--- src/rtl/sw_debounce.sv ---
// sw_debounce -- switch-bank input conditioner.
//
// Brings the asynchronous sw_raw pins into clk through a two-flop
// synchroniser. Each bit is then debounced on its own: a bit's new level is
// accepted only after the synchronised value has disagreed with the current
// debounced level for STABLE_CYCLES consecutive edges.
//
// Optional feature macro: SW_DEBOUNCE_EDGE_EN
//   defined   -> sw_rise / sw_fall carry registered one-cycle edge pulses
//   undefined -> sw_rise / sw_fall are tied to 0 and no pulse flops exist
//
// Ports:
//   clk      system clock, all state on posedge
//   rst      synchronous active-high reset
//   sw_raw   [WIDTH-1:0] raw switch pins (async, may bounce)
//   sw       [WIDTH-1:0] debounced level, registered
//   sw_rise  [WIDTH-1:0] one-cycle pulse on an accepted 0->1
//   sw_fall  [WIDTH-1:0] one-cycle pulse on an accepted 1->0

// Per-bit debounce cell: stability counter, accepted level, edge pulses.
module sw_debounce_bit #(
  parameter int STABLE_CYCLES = 1000,
  parameter int CW            = 10
) (
  input  logic clk,
  input  logic rst,
  input  logic s2,
  output logic sw,
  output logic rise,
  output logic fall
);
  logic [CW-1:0] cnt;
  logic          update;

  // Accept when this edge would be the STABLE_CYCLES-th consecutive
  // disagreement; the counter itself never goes past STABLE_CYCLES-1.
  assign update = (s2 != sw) && (cnt == CW'(STABLE_CYCLES - 1));

  always_ff @(posedge clk) begin
    if (rst) begin
      cnt <= '0;
      sw  <= 1'b0;
    end else if (s2 == sw) begin
      // agreement (incl. a bounce back) restarts the stability window
      cnt <= '0;
    end else if (update) begin
      sw  <= s2;
      cnt <= '0;
    end else begin
      cnt <= cnt + CW'(1);
    end
  end

`ifdef SW_DEBOUNCE_EDGE_EN
  always_ff @(posedge clk) begin
    if (rst) begin
      rise <= 1'b0;
      fall <= 1'b0;
    end else begin
      rise <= update & s2;
      fall <= update & ~s2;
    end
  end
`else
  assign rise = 1'b0;
  assign fall = 1'b0;
`endif

endmodule

module sw_debounce #(
  parameter int WIDTH         = 8,
  parameter int STABLE_CYCLES = 1000
) (
  input  logic             clk,
  input  logic             rst,
  input  logic [WIDTH-1:0] sw_raw,
  output logic [WIDTH-1:0] sw,
  output logic [WIDTH-1:0] sw_rise,
  output logic [WIDTH-1:0] sw_fall
);
  // Counter must hold 0..STABLE_CYCLES-1; keep at least one bit so
  // STABLE_CYCLES=1 still elaborates.
  localparam int CW = (STABLE_CYCLES > 1) ? $clog2(STABLE_CYCLES) : 1;

  logic [WIDTH-1:0] s1, s2;

  always_ff @(posedge clk) begin
    if (rst) begin
      s1 <= '0;
      s2 <= '0;
    end else begin
      s1 <= sw_raw;
      s2 <= s1;
    end
  end

  for (genvar i = 0; i < WIDTH; i++) begin : g_bit
    sw_debounce_bit #(
      .STABLE_CYCLES(STABLE_CYCLES),
      .CW           (CW)
    ) u_bit (
      .clk (clk),
      .rst (rst),
      .s2  (s2[i]),
      .sw  (sw[i]),
      .rise(sw_rise[i]),
      .fall(sw_fall[i])
    );
  end

endmodule

--- config.mk ---
export PLATFORM = sky130hd
export DESIGN_NAME = sw_debounce
export DESIGN_NICKNAME = d
export VERILOG_FILES = /design/src/rtl/sw_debounce.sv
export SDC_FILE = /design/constraint.sdc
export NUM_CORES = 1
export LEC_CHECK = 0
export ABC_AREA = 1
export ABC_CLOCK_PERIOD_IN_PS = 1160
export CAP_MARGIN = 15
export CORE_AREA = 2 2 103 105
export CTS_CLUSTER_DIAMETER = 80
export DETAILED_ROUTE_END_ITERATION = 16
export DIE_AREA = 0 0 105 107
export GPL_ROUTABILITY_DRIVEN = 0
export PLACE_DENSITY_LB_ADDON = 0.12
export SYNTH_ARGS = -nofsm -noshare
export SYNTH_HDL_FRONTEND = slang
export SYNTH_HIERARCHICAL = 1
export SYNTH_SLANG_ARGS = --single-unit
--- constraint.sdc ---
create_clock -name clk -period 1.16 [get_ports clk]
set_input_delay 0.174 -clock clk [delete_from_list [all_inputs] [get_ports clk]]
set_output_delay 0.174 -clock clk [all_outputs]
set_load 0.1 [all_outputs]
==> flow_results.org <==
** Status
- Outcome :: complete, but fails checks
- Violations in the final reports :: setup timing

** Pwr
- Sequential cells burn 55.0% of the power.
- Of the total power, combinational logic draws 7.0%.
- The clock network burns 38.0% of the power.
- Net load switching power :: 1.58 mW
- The analysis attributes to cell leakage a power of 3.02 nW.
- IR drop worst, VDD :: 561 uV
- Switching fraction of total power :: 24.2%
- Pint :: 4.94 mW
- Power per unit of standard cell area :: 890 nW/um^2

** Hold path
- Endpoint, Worst Hold :: s1[7]
- Counting instances, the worst hold path has a depth of 3.
- Startpoint of the lowest-slack hold path :: sw_raw[7]
- The tightest min-delay check is of the in -> reg type.

** Clocking
- H-Tree Depth :: 3
- Buffers inserted to repair hold after CTS numbered 0.
- The clock reaches the later pin of the worst-skew pair after 0.37 ns.
- The clock passes through at most 2 buffers.
- Counting the buffers created by CTS gives 9.
- Clock root buffer master :: clkbuf_8
- TritonCTS built the clock tree.
- Clock-pin slew was measured on the worst setup and hold paths at 0.09 ns.
- Sink count of the clock tree :: 104

** Setup path
- The worst setup path is captured at a register.
- In this run the worst path has a maximum fanout of 2.
- Counting stages on the worst path, the most repeated cell is nor2_1.
- Element type at the critical path start :: register
- Counting cells, the worst reg-to-reg path comes to 9.
- Logic depth of the worst setup path including buffers :: 9
- CP arrival :: 1.47 ns
- For the worst setup path, the data required time is 1.42 ns.
- Critical Setup Path Class :: reg -> reg
- Reg2Reg Launch Point :: g_bit[2].u_bit/cnt[1]
- Cell with the largest stage delay on the worst path :: dfxtp_4
- In this design, the stage delay of the slowest critical-path cell is 0.38 ns.
- In this run the critical register-to-register path is captured at g_bit[2].u_bit/cnt[6].
- CP Cell Sequence :: ha_4, nand2_4, inv_4, buf_6, nand2_4, nor2_2, nor2_1, nor2_1, nor2_1
- The number of buffers and inverters on the critical path is 2.
- Tracing the worst setup path back leads to its startpoint at g_bit[2].u_bit/cnt[1].
- In this design, the largest share of critical-path delay is due to simple AND/OR/NAND/NOR gates.
- In this run the register-to-register setup slack is -0.05 ns.

** Timing
- After layout, the worst path uses 104% of the clock period.
- Once routing completed, OpenROAD measured the worst setup slack at -0.0496 ns.
- Hold is met by 0.309 ns.
- After routing, the total negative slack on setup checks comes to -0.175 ns.
- Max Freq :: 0.827 GHz
- Final hold vios :: 0
- # setup viols final :: 7
- For the finished layout, the period the worst path requires is 1.21 ns.
- The total count of max-transition violations in the final report was 0.
- Across the routed clock network, the largest skew measured is 0.0103 ns.
- RSZ-0062 raised after global routing :: true

** Floorplanning
- The initial utilization of the core area, before any placement, comes to 51.8%.
- Die Outline Area :: 11200 sq um
- During I/O placement, the number of pins put on the boundary was 34.
- Measured along the y axis, the die boundary spans 107 um.
- The floorplan step defined a core boundary enclosing 10100 sq um.
- Die Span X :: 105 um
- Count of standard-cell rows :: 37

** Drt
- In this run the remaining antenna-violating nets after routing total 0.
- In the routed design, unresolved DRC markers number 0.
- The first detailed-routing pass took 4 iterations.
- After detailed routing, the wire length on met1 is 4840 um.
- After detailed routing, the total wire length is 11600 um.
- In the final routed layout, each cell accounts on average for 11.5 um.
- DR vias :: 4843
- After detailed routing, the number of vias per cell comes to 4.77.
- After the first detailed-routing iteration, the DRC count stood at 174.
- Detailed routing placed a total of 6250 um of wire on met2.
- Met3 layer wire length in the routed design :: 356 um
- After detailed routing, no signal wire sits above met4.

** Synth
- Total number of yosys warnings :: 6
- Summing the areas of all compound-gate instances in the mapped netlist gives 3.25% of the synthesized area.
- Dominant cells by area after synthesis :: dfxtp_1, nor2_1, nand2_1
- Async SR Flop Fraction :: 0%
- Dividing the synthesized area by the synthesized cell count gives 6.72 sq um.
- Main synth FF type :: dfxtp_1
- Number of synthesized flops with an enable pin :: 0
- Post-synthesis instance area :: 5230 sq um
- Cell taking the most area after synthesis :: dfxtp_1
- After synthesis the netlist holds a flip-flop and latch count of 104.
- Proportion of synthesized chip area in sequential cells :: 39.8%
- Of the total synthesized cell area, the portion taken by XOR and XNOR cells is 5.36%.
- Area share of and/or/nand/nor cells after synthesis :: 35.9%
- Main combinational cell family by area after synthesis :: simple AND/OR/NAND/NOR gates
- Arithmetic-cell share of the synthesized area counting full adders, half adders and majority gates :: 1.91%
- Count of mapped cells out of synthesis :: 778
- In this run, distinct cell masters in the synthesized netlist total 18.
- Post-synthesis mux area share :: 0%
- Area fraction of the dominant cell type after synthesis :: 39.8%

** Layout
- Summing all multi-input logic gate instances after layout gives 3340 sq um.
- Growth of design area from synthesis to finish :: 40.1%
- Across the whole layout, storage elements account for 2180 sq um.
- Final design instance area without fill :: 7330 sq um
- Counting the fill cells in the layout gives 795.
- Leaving out fill and tap cells, the most frequent cell in the layout is nor2_1.
- The number of antenna diodes in the final layout is 0.
- For this run, the post-layout net count is 893.
- Of the cells placed in the final design, the portion with a size suffix greater than 1 is 33.8%.
- Commonest cells after routing, fill and taps aside :: nor2_1, nand2_1, inv_1, dfxtp_1, buf_4

** Global routing
- Number of antenna violations at the first check in global routing :: 0
- GRT overflow :: 0
- The first global-routing pass estimated 19200 um of wire.
- In the global route stage, overall resource usage came out at 20.6%.
- Via count of the first global-routing pass :: 4572
- Maximum number of pins on one net before global-route repair :: 19

** Job
- The tool flagged a number of max-cap violations equal to 0.

** Place
- IO buf count :: 17
- The placed instances occupy a cell area of 6180 sq um.
- Placed wire-length estimate :: 7280 um
==> final cells by class <==
class,count,area share (%)
Multi-Input combinational cell,528,45.6
Sequential cell,104,29.7
Timing Repair Buffer,88,11.7
Inverter,144,7.65
Tap cell,136,2.32
Clock buffer,11,1.93
Clock inverter,5,1.09
==> how the worst max path moves through the flow <==
| stage | slack [ns] | end |
|---|---|---|
| 2_1_floorplan | -0.0009 | g_bit[0].u_bit/cnt[6] |
| 5_1_grt | -0.12 | g_bit[6].u_bit/cnt[6] |
| 4_1_cts | -0.04 | g_bit[4].u_bit/cnt[6] |
| 6_report | -0.05 | g_bit[2].u_bit/cnt[6] |
| 3_5_place_dp | -0.19 | g_bit[0].u_bit/cnt[8] |
| 3_3_place_gp | -0.13 | g_bit[1].u_bit/cnt[6] |
==> synthesized netlist by cell type (16+ instances only) <==
cell type	count
nor2_1	189
nand4_1	16
buf_4	16
nand3_1	64
inv_1	144
dfxtp_1	104
xnor2_1	24
nand2_1	160
==> state kept, by name, summed over array words and instances (netlist names) <==
signal,flops
s2,8
s1,8
g_bit.u_bit/sw,8
g_bit.u_bit/cnt,80
==> layer usage <==
layer | up-vias | track usage (%)
met2 | 90 | 36.9
li1 | 2509 | -
met4 | 0 | 10.0
met1 | 2224 | 24.2
met5 | - | 0
met3 | 20 | 3.16
==> power by group through the flow <==
stage / Sequential [mW] / Clock [mW] / Combinational [mW]
after floorplan: 3.68 / 0 / 0.373
after global placement: 3.68 / 0 / 0.410
after detailed placement: 3.68 / 0 / 0.416
after CTS: 3.60 / 2.54 / 0.442
after global routing: 3.59 / 2.67 / 0.488
final: 3.59 / 2.47 / 0.459
==> per-stage QoR <==
step	utilization, %	std cells	worst slack, ns	power [mW]
6_report	72.6	1016	-0.0496	6.52
5_1_grt	72.6	1016	-0.118	6.75
4_1_cts	67.3	1009	-0.0377	6.58
3_5_place_dp	61.2	984	-0.194	4.10
3_3_place_gp	61.2	984	-0.134	4.09
2_1_floorplan	-	786	-0.000920	4.05
==> cells by family after synthesis <==
kind of cell               count (synthesis)
AOI/OAI and AO/OA                         16
xor gates and xnor gates                  32
adders and majority gates                  8
buffers and inverters                    162
DFF                                      104
other                                      8
and+or+nand+nor                          448
==> tightest hold or removal path: cells and delay by family <==
kind / cells / cell delay, ns
and+or+nand+nor: 1 / 0.03
buffers and inverters: 2 / 0.44
==> what timing repair did <==
action	in CTS	in global routing
pin swaps	29	96
gates resized for setup	81	133
gates cloned	8	0
endpoints found under the hold margin	0	0
setup buffers	1	7
setup endpoints to repair	83	88
Note: power is estimated with default switching activity, not from simulation.
